$ cat config.mk
export PLATFORM = sky130hd
export DESIGN_NAME = clock_divider_bank_flat
export DESIGN_NICKNAME = d
export VERILOG_FILES = /design/src/rtl/clock_divider_bank_if.sv /design/src/rtl/clock_divider_bank.sv /design/src/flat_wrapper.sv
export SDC_FILE = /design/constraint.sdc
export NUM_CORES = 1
export LEC_CHECK = 0
export ABC_AREA = 1
export CAP_MARGIN = 25
export CORE_AREA = 8 8 144 281
export DETAILED_ROUTE_END_ITERATION = 6
export DIE_AREA = 0 0 152 289
export GPL_ROUTABILITY_DRIVEN = 0
export PLACE_DENSITY = 0.77
export SLEW_MARGIN = 25
export SYNTH_ARGS = -nofsm -noshare
export SYNTH_HDL_FRONTEND = slang
export SYNTH_HIERARCHICAL = 1
export SYNTH_SLANG_ARGS = --single-unit
$ cat constraint.sdc
create_clock -name clk -period 13.6 [get_ports clk]
set_input_delay 2.72 -clock clk [delete_from_list [all_inputs] [get_ports clk]]
set_output_delay 2.72 -clock clk [all_outputs]
set_load 0.01 [all_outputs]
$ cat src/rtl/clock_divider_bank_if.sv
// Control/status bundle for clock_divider_bank: per-channel enables, global sync,
// the configuration write handshake and the divided/tick outputs.
interface clock_divider_bank_if #(
  parameter int CHANNELS = 4,
  parameter int WIDTH    = 16
);
  localparam int CW = (CHANNELS > 1) ? $clog2(CHANNELS) : 1;

  logic [CHANNELS-1:0] enable;
  logic                sync;
  logic                cfg_valid;
  logic [CW-1:0]       cfg_channel;
  logic [WIDTH-1:0]    cfg_period;
  logic [WIDTH-1:0]    cfg_high;
  logic                cfg_ready;
  logic [CHANNELS-1:0] divided;
  logic [CHANNELS-1:0] tick;

  modport master (
    output enable, sync, cfg_valid, cfg_channel, cfg_period, cfg_high,
    input  cfg_ready, divided, tick
  );

  modport slave (
    input  enable, sync, cfg_valid, cfg_channel, cfg_period, cfg_high,
    output cfg_ready, divided, tick
  );
endinterface

$ cat src/rtl/clock_divider_bank.sv
// Bank of programmable clock dividers. Each lane runs a period counter with
// registered divided/tick outputs; config writes shadow until a period boundary.
module clock_divider_lane #(
  parameter int WIDTH          = 16,
  parameter int DEFAULT_PERIOD = 2,
  parameter int DEFAULT_HIGH   = 1
) (
  input  logic             clk,
  input  logic             reset,
  input  logic             enable_i,
  input  logic             sync_i,
  input  logic             wr_i,
  input  logic [WIDTH-1:0] wr_period_i,
  input  logic [WIDTH-1:0] wr_high_i,
  output logic             pending_o,
  output logic             divided_o,
  output logic             tick_o
);
  logic             run_q, run_d, pend_q, pend_d, div_q, div_d, tick_q, tick_d;
  logic [WIDTH-1:0] count_q, count_d, per_q, per_d, high_q, high_d;
  logic [WIDTH-1:0] sh_per_q, sh_per_d, sh_high_q, sh_high_d;
  logic             at_end, apply;

  // Last count of a period; a programmed period of 0 behaves as 1.
  function automatic logic [WIDTH-1:0] last_cnt(input logic [WIDTH-1:0] p);
    return (p == '0) ? '0 : p - WIDTH'(1);
  endfunction

  assign at_end = count_q >= last_cnt(per_q);
  assign apply  = pend_q && (!run_q || at_end || sync_i);

  always_comb begin
    run_d     = run_q;
    count_d   = count_q;
    per_d     = per_q;
    high_d    = high_q;
    sh_per_d  = sh_per_q;
    sh_high_d = sh_high_q;
    pend_d    = pend_q;
    if (apply) begin
      per_d  = sh_per_q;
      high_d = sh_high_q;
      pend_d = 1'b0;
    end
    // Writes are only accepted while nothing is pending, so never collide with apply.
    if (wr_i) begin
      sh_per_d  = wr_period_i;
      sh_high_d = wr_high_i;
      pend_d    = 1'b1;
    end
    if (!enable_i) begin
      run_d   = 1'b0;
      count_d = '0;
    end else if (!run_q) begin
      run_d   = 1'b1;
      count_d = '0;
    end else if (apply || sync_i || at_end) begin
      count_d = '0;
    end else begin
      count_d = count_q + WIDTH'(1);
    end
    div_d  = run_d && (count_d < high_d);
    tick_d = run_d && (count_d == last_cnt(per_d));
  end

  always_ff @(posedge clk or posedge reset) begin
    if (reset) begin
      run_q     <= 1'b0;
      count_q   <= '0;
      per_q     <= WIDTH'(DEFAULT_PERIOD);
      high_q    <= WIDTH'(DEFAULT_HIGH);
      sh_per_q  <= WIDTH'(DEFAULT_PERIOD);
      sh_high_q <= WIDTH'(DEFAULT_HIGH);
      pend_q    <= 1'b0;
      div_q     <= 1'b0;
      tick_q    <= 1'b0;
    end else begin
      run_q     <= run_d;
      count_q   <= count_d;
      per_q     <= per_d;
      high_q    <= high_d;
      sh_per_q  <= sh_per_d;
      sh_high_q <= sh_high_d;
      pend_q    <= pend_d;
      div_q     <= div_d;
      tick_q    <= tick_d;
    end
  end

  assign pending_o = pend_q;
  assign divided_o = div_q;
  assign tick_o    = tick_q;
endmodule

module clock_divider_bank #(
  parameter int CHANNELS       = 4,
  parameter int WIDTH          = 16,
  parameter int DEFAULT_PERIOD = 2,
  parameter int DEFAULT_HIGH   = 1
) (
  input  logic                 clk,
  input  logic                 reset,
  clock_divider_bank_if.slave  bus
);
  localparam int CW = (CHANNELS > 1) ? $clog2(CHANNELS) : 1;

  logic [CHANNELS-1:0] pending;
  logic [CHANNELS-1:0] wr;

  // Out-of-range channel numbers match no lane: ready stays high, write is dropped.
  always_comb begin
    bus.cfg_ready = 1'b1;
    for (int c = 0; c < CHANNELS; c++)
      if (bus.cfg_channel == CW'(c)) bus.cfg_ready = !pending[c];
  end

  for (genvar c = 0; c < CHANNELS; c++) begin : g_lane
    assign wr[c] = bus.cfg_valid && !pending[c] && (bus.cfg_channel == CW'(c));

    clock_divider_lane #(
      .WIDTH(WIDTH), .DEFAULT_PERIOD(DEFAULT_PERIOD), .DEFAULT_HIGH(DEFAULT_HIGH)
    ) u_lane (
      .clk        (clk),
      .reset      (reset),
      .enable_i   (bus.enable[c]),
      .sync_i     (bus.sync),
      .wr_i       (wr[c]),
      .wr_period_i(bus.cfg_period),
      .wr_high_i  (bus.cfg_high),
      .pending_o  (pending[c]),
      .divided_o  (bus.divided[c]),
      .tick_o     (bus.tick[c])
    );
  end
endmodule

$ cat src/flat_wrapper.sv
// flat-port wrapper written by rule: the top's interface ports become plain ports
module clock_divider_bank_flat 
#(
  parameter int CHANNELS       = 4,
  parameter int WIDTH          = 16,
  parameter int DEFAULT_PERIOD = 2,
  parameter int DEFAULT_HIGH   = 1
)
  (clk, reset, bus_enable, bus_sync, bus_cfg_valid, bus_cfg_channel, bus_cfg_period, bus_cfg_high, bus_cfg_ready, bus_divided, bus_tick);
  clock_divider_bank_if #(.CHANNELS(CHANNELS), .WIDTH(WIDTH)) bus_i ();
  input  logic clk;
  input  logic reset;
  input wire logic [$bits(bus_i.enable)-1:0] bus_enable;
  input wire logic [$bits(bus_i.sync)-1:0] bus_sync;
  input wire logic [$bits(bus_i.cfg_valid)-1:0] bus_cfg_valid;
  input wire logic [$bits(bus_i.cfg_channel)-1:0] bus_cfg_channel;
  input wire logic [$bits(bus_i.cfg_period)-1:0] bus_cfg_period;
  input wire logic [$bits(bus_i.cfg_high)-1:0] bus_cfg_high;
  output wire logic [$bits(bus_i.cfg_ready)-1:0] bus_cfg_ready;
  output wire logic [$bits(bus_i.divided)-1:0] bus_divided;
  output wire logic [$bits(bus_i.tick)-1:0] bus_tick;
  assign bus_i.enable = bus_enable;
  assign bus_i.sync = bus_sync;
  assign bus_i.cfg_valid = bus_cfg_valid;
  assign bus_i.cfg_channel = bus_cfg_channel;
  assign bus_i.cfg_period = bus_cfg_period;
  assign bus_i.cfg_high = bus_cfg_high;
  assign bus_cfg_ready = bus_i.cfg_ready;
  assign bus_divided = bus_i.divided;
  assign bus_tick = bus_i.tick;
  clock_divider_bank #(.CHANNELS(CHANNELS), .WIDTH(WIDTH), .DEFAULT_PERIOD(DEFAULT_PERIOD), .DEFAULT_HIGH(DEFAULT_HIGH)) u_core (.clk(clk), .reset(reset), .bus(bus_i));
endmodule
==> results by group, run 1 <==
Timing
  – Slew Limit Fails: 0
  – Final Critical Period: 7082 ps
  – Worst setup margin: 6518 ps
  – Worst hold slack: 464.9 ps
  – Hold Vio Cnt, Final: 0
  – Final setup fails: 0
  – Setup TNS: 0 ps
  – Clk_skew: 25.83 ps
  – RSZ-0062 raised after global routing: no
  – Tightest Pin Transition: ~1000 ps
  – Final period util: 52.07%
  – Achievable frequency: 0.1412 GHz
  – Max-slew headroom: 33.32%

Job
  – Max Cap Viol: 0

Clock tree
  – Clock Tree Buf Depth: 3
  – Post-CTS setup buffer count: 0
  – Clock Sinks: 336
  – H-tree depth: 1
  – CTS tree: done
  – PostCTS Resize Cnt: 0
  – Hold_buf cts: 0
  – Cell chosen for the clock root: clkbuf_16
  – Clock transition at path regs: roughly 70 ps
  – TritonCTS buffer count: 30
  – Worst skew pair latency: about 590 ps

Power and ir drop
  – Total Power: 3.414 mW
  – VDD IR-drop max: around 0.13 mV
  – PD cells: 144.7 nW/um^2
  – Leakage: 12.48 nW

Placement
  – Dpl ws: 6555 ps
  – Dpl hpwl: approximately 44 mm
  – Placed inst area: 22570 um^2
  – Placed Instances: 3422
  – Port bufs: 50

Floorplanning
  – Initial Util: 59.15%
  – Core Rows: 100
  – Die height: 289 um
  – Die width: between 150 and 200 um
  – Core area: 36910 um^2
  – # IOs: slightly above 50
  – Full die area: roughly 44000 um^2

Finish
  – Post-route insts no fill: 3478
  – Final core utilization: 63.95%
  – Commonest non-fill, non-tap cell in the layout: nand2_1
  – ANT cells: 0
  – Fin nets: 3177
  – Fin area: 23600 um^2
  – Fraction of layout instances using a drive strength above 1: 9.672%
  – Fillcell total: 3234
  – Most frequent cells in the layout: nand2_1, inv_1, dfrtp_1, nand3_1, nor2_1
  – Area delta synth->final: 8.109%

Logic synthesis
  – Seq/Total Area, Yosys: 38.60%
  – Post-synth EDFFs: 0
  – Cells after synthesis: 2974
  – Synthesized area per cell: 7.341 um^2
  – Synthesized area: 21830 um^2
  – Count of warnings emitted by yosys: 6
  – Flop and latch count out of synthesis: 336
  – Netlist cell types: 53
  – Synth Net Count: 3156
  – Post-synth ARST share: 100.0%
  – Synth Flop Type: dfrtp_1

Drt
  – Drt total wl: 58.34 mm
  – DR vias: about 19000
  – DR WL/cell: roughly 17 um
  – Pre-antenna DRT Iters: 5
  – Antenna viol nets, final: 0
  – Vias per Instance: 5.558
  – Drt drc: 0
  – Initial DRC Count: 1526

Global route
  – First-pass GRT wire length: 94.42 mm
  – Pin count of the biggest net entering global routing: 85
  – Vias in the first global route: 18750
  – GRT Overall Usage: 26.73%
  – Overflow after GRT: 0
  – Antenna violations before repair: 0

Worst setup path
  – Crit Path Category: input pin to output port
  – Required time worst endpoint: 10880 ps
  – Max FO, Critical Path: 4
  – CP endpoint kind: output port
  – Crit path launch type: input pin
  – Critical Path AT: 4360 ps

Hold path
  – Worst hold path type: register to register

Status
  – Status: finished clean
synthesized netlist by cell type, types with 16 or more instances:
cell	instances	area share [%]
a21oi_1	62	1.4
clkbuf_1	37	0.64
dfrtp_1	320	37
dfstp_2	16	1.9
ha_1	140	8.0
inv_1	376	6.5
nand2_1	954	16
nand2_2	55	1.6
nand2_4	18	0.93
nand3_1	254	5.8
nand4_1	64	1.8
nor2_1	229	3.9
nor2_2	20	0.57
nor3_1	28	0.64
o21ai_0	110	2.5
or2_2	67	1.9
xor2_1	35	1.4
power breakdown:
group	switching [mW]	internal (mW)	total [mW]
Sequential	0.140	1.20	1.33
Clock	0.388	0.491	0.879
Combinational	0.772	0.429	1.20
Total	1.30	2.11	3.41
final cells by class:
type | instances | area [um^2] | share of cell area, %
Clock buffer | 42 | 877.1 | 3.716
Clock inverter | 14 | 140.1 | 0.5937
Inverter | 384 | 1446 | 6.128
Multi-Input combinational cell | 2183 | 11550 | 48.92
Sequential cell | 336 | 8428 | 35.71
Tap cell | 459 | 574.3 | 2.433
Timing Repair Buffer | 60 | 590.6 | 2.502
state kept, by name (all words and copies together), names as in the netlist:
signal and flops:
u_core/g_lane.u_lane/count_q 64, u_core/g_lane.u_lane/high_q 64, u_core/g_lane.u_lane/per_q 64, u_core/g_lane.u_lane/sh_high_q 64, u_core/g_lane.u_lane/sh_per_q 64, u_core/g_lane.u_lane/divided_o 4
u_core/g_lane.u_lane/pending_o 4, u_core/g_lane.u_lane/run_q 4, u_core/g_lane.u_lane/tick_o 4
final timing paths:
kind / from / endpoint / slack [ps] / cells after the start
hold reg to reg: u_core/g_lane[0].u_lane/sh_high_q[0]$_DFFE_PP1P_ / u_core/g_lane[0].u_lane/sh_high_q[0]$_DFFE_PP1P_ / 460 / 2
hold / removal: u_core/g_lane[0].u_lane/sh_high_q[0]$_DFFE_PP1P_ / u_core/g_lane[0].u_lane/sh_high_q[0]$_DFFE_PP1P_ / 460 / 2
setup / recovery: bus_cfg_channel[1] / bus_cfg_ready / 6520 / 5
setup reg to reg: u_core/g_lane[3].u_lane/per_q[0]$_DFF_PP0_ / u_core/g_lane[3].u_lane/tick_o$_DFF_PP0_ / 8070 / 33
min in group asynchronous: reset / u_core/g_lane[3].u_lane/sh_per_q[7]$_DFFE_PP0P_ / 2910 / 3
max in group asynchronous: reset / u_core/g_lane[2].u_lane/count_q[11]$_DFF_PP0_ / 10140 / 3
metal layers:
metal / part of all wire (%) / global-route usage, % / vias to the layer above
met5: 0 / 0 / -
met4: 5.8 / 14.87 / 0
met3: 5.4 / 3.659 / 178
met2: 49 / 46.54 / 643
met1: 40 / 31.50 / 9009
li1: - / - / 9500
worst max-delay path, stage by stage:
cell and delay, ps:
clkdlybuf4s50_1 540, nand2_1 90, or2_1 230, nand2_1 190
clkdlybuf4s50_1 580
cells by family (layout without fill, tap and decap cells):
logic type | count (synthesis) | in the layout | synth area share, %
buffers and inverters | 455 | 500 | 8.568
XOR/XNOR | 49 | 49 | 1.966
AO/OA/AOI/OAI | 241 | 241 | 6.384
AND/OR/NAND/NOR | 1753 | 1753 | 36.45
flip-flops | 336 | 336 | 38.60
adder cells (fa/ha/maj) | 140 | 140 | 8.023
Power figures use the tool's default switching activity.
==> inputs of run 2 (changes only) <==
Settings changed: CORE_AREA 8 8 144 281 to 8 8 148 288, DIE_AREA 0 0 152 289 to 0 0 156 296, PLACE_DENSITY 0.77 to 0.76.
Clock period 13.6 ns to 6.5 ns, I/O delays scaled along.
==> results by group, run 2 (synthesized netlist as in run 1, its figures left out) <==
Status
  – Status: finished, violations left (was finished clean)
  – Violated checks: design-rule violations

Worst setup path
  – Max FO, Critical Path: 33 (was 4)
  – Max stage delay on crit path: 510 ps (was 580 ps)
  – Crit Path Category: register to register (was input pin to output port)
  – Worst path slowest cell: nand2_1 (was clkdlybuf4s50_1)
  – Required time worst endpoint: 7010 ps (was 10880 ps)
  – Crit path launch type: register (was input pin)
  – Critical Path AT: 5850 ps (was 4360 ps)
  – R2R setup slack: 1160 ps (was 8070 ps)
  – CP endpoint kind: register (was output port)

Drt
  – DR vias: 19530 (was 19330)
  – DR WL/cell: 17.38 um (was 16.77 um)
  – Drt drc: 10 (was 0)
  – Drt total wl: 61.47 mm (was 58.34 mm)
  – Pre-antenna DRT Iters: 7 (was 5)
  – Antenna viol nets, final: 0 (unchanged)
  – Vias per Instance: 5.523 (was 5.558)
  – Initial DRC Count: 1265 (was 1526)

Finish
  – ANT cells: 0 (unchanged)
  – Commonest non-fill, non-tap cell in the layout: nand2_1 (unchanged)
  – Post-route insts no fill: 3536 (was 3478)
  – Fin nets: 3176 (was 3177)
  – Area delta synth->final: 8.425% (was 8.109%)
  – Fraction of layout instances using a drive strength above 1: 9.715% (was 9.672%)
  – Fin area: 23670 um^2 (was 23600 um^2)
  – Most frequent cells in the layout: nand2_1, inv_1, dfrtp_1, nand3_1, nor2_1 (unchanged)

Power and ir drop
  – PD cells: 305.5 nW/um^2 (was 144.7 nW/um^2)
  – VDD IR-drop max: 0.2214 mV (was 0.1312 mV)
  – Leakage: 12.47 nW (was 12.48 nW)

Timing
  – Hold Vio Cnt, Final: 0 (unchanged)
  – RSZ-0062 raised after global routing: no (unchanged)
  – Slew Limit Fails: 0 (unchanged)
  – Tightest Pin Transition: 1046 ps (was 999.0 ps)
  – Final Critical Period: 5344 ps
  – Final setup fails: 0 (unchanged)
  – Achievable frequency: 0.1871 GHz
  – Final period util: between 80 and 90%
  – Max-slew headroom: 30.20% (was 33.32%)
  – Setup TNS: 0 ps (unchanged)
  – Worst setup margin: 1156 ps (was 6518 ps)
  – Clk_skew: 10.75 ps (was 25.83 ps)

Clock tree
  – Post-CTS setup buffer count: 0 (unchanged)
  – Cell chosen for the clock root: clkbuf_16 (unchanged)
  – Hold_buf cts: 0 (unchanged)
  – TritonCTS buffer count: 29 (was 30)
  – Clock Sinks: 336 (unchanged)
  – Clock transition at path regs: 70 ps (about the same)
  – Worst skew pair latency: 570 ps (was 590 ps)
  – PostCTS Resize Cnt: 0 (unchanged)
  – Clock Tree Buf Depth: 3 (unchanged)
  – CTS tree: done (unchanged)
  – H-tree depth: 1 (unchanged)

Floorplanning
  – Full die area: 46180 um^2 (was 43930 um^2)
  – Core area: 38670 um^2 (was 36910 um^2)
  – # IOs: 51 (unchanged)
  – Initial Util: 56.46% (was 59.15%)
  – Core Rows: 102 (was 100)
  – Die width: 156 um (was 152 um)
  – Die height: 296 um (was 289 um)

Placement
  – Dpl hpwl: 47.53 mm (was 43.73 mm)
  – Placed inst area: 22650 um^2 (was 22570 um^2)
  – Dpl ws: 1268 ps (was 6555 ps)
  – Port bufs: 50 (unchanged)
  – Placed Instances: 3483 (was 3422)

Global route
  – Pin count of the biggest net entering global routing: 85 (unchanged)
  – Overflow after GRT: 0 (unchanged)
  – Vias in the first global route: 19390 (was 18750)
  – Antenna violations before repair: 0 (unchanged)
  – First-pass GRT wire length: 98.15 mm (was 94.42 mm)
  – GRT Overall Usage: 27.03% (was 26.73%)

Job
  – Max Cap Viol: 0 (unchanged)

Hold path
  – Worst hold path type: register to register (unchanged)
-- run 2: changes by cell type in the layout (fill, tap and decap cells not counted) --
cell       before  now
bufinv_16       2    3
clkbuf_1        5    1
clkbuf_16      31   29
clkinv_2       10    8
clkinv_4        0    2
inv_6           4    5
inv_8           0    1
-- run 2: through the flow --
step	hold slack, ps	power, mW	utilization, %
after floorplan	436.7	4.676	-
after global placement	449.8	5.259	58.56
after detailed placement	452.8	5.362	58.56
after global routing	490.4	7.749	61.21
final	466.2	7.231	61.21
after CTS	466.5	7.227	61.18
-- run 2: layout make-up --
| type | instances | area (um^2) |
|---|---|---|
| clock buffer | 36 | 812.0 |
| clock inverter | 17 | 197.7 |
| fill | 3373 | 15000 |
| inverter | 384 | 1446 |
| multi-input combinational | 2183 | 11550 |
| sequential | 336 | 8428 |
| tap | 520 | 650.6 |
| timing repair buffer | 60 | 590.6 |
-- run 2: power by group --
group / switching [mW] / internal [mW]
clock: 0.825 / 1.02
combinational: 1.71 / 0.901
sequential: 0.273 / 2.50
-- run 2: critical path: cells and delay by family (launching register included) --
kind / cells / cell delay [ps]
buf+inv: 3 / 580
simple gates: 22 / 3480
fa+ha+maj: 3 / 790
flops: 1 / 380
-- run 2: per-layer routing --
metal  GRT usage, %  wire, um  up-vias
li1               -         -     9505
met1          27.10     21670     9103
met2          49.67     31990      676
met3          2.875      2584      247
met4          21.79      5215        0
met5              0         0        -
-- run 2: final timing paths --
path,from,to,cells after the start
worst max-delay path,u_core/g_lane[1].u_lane/per_q[0]$_DFF_PP0_,u_core/g_lane[1].u_lane/tick_o$_DFF_PP0_,28
worst min-delay path,u_core/g_lane[3].u_lane/sh_high_q[0]$_DFFE_PP1P_,u_core/g_lane[3].u_lane/sh_high_q[0]$_DFFE_PP1P_,2
worst max register to register,u_core/g_lane[1].u_lane/per_q[0]$_DFF_PP0_,u_core/g_lane[1].u_lane/tick_o$_DFF_PP0_,28
worst min register to register,u_core/g_lane[3].u_lane/sh_high_q[0]$_DFFE_PP1P_,u_core/g_lane[3].u_lane/sh_high_q[0]$_DFFE_PP1P_,2
max in group asynchronous,reset,u_core/g_lane[0].u_lane/sh_high_q[1]$_DFFE_PP0P_,3
min in group asynchronous,reset,u_core/g_lane[1].u_lane/per_q[12]$_DFF_PP0_,3
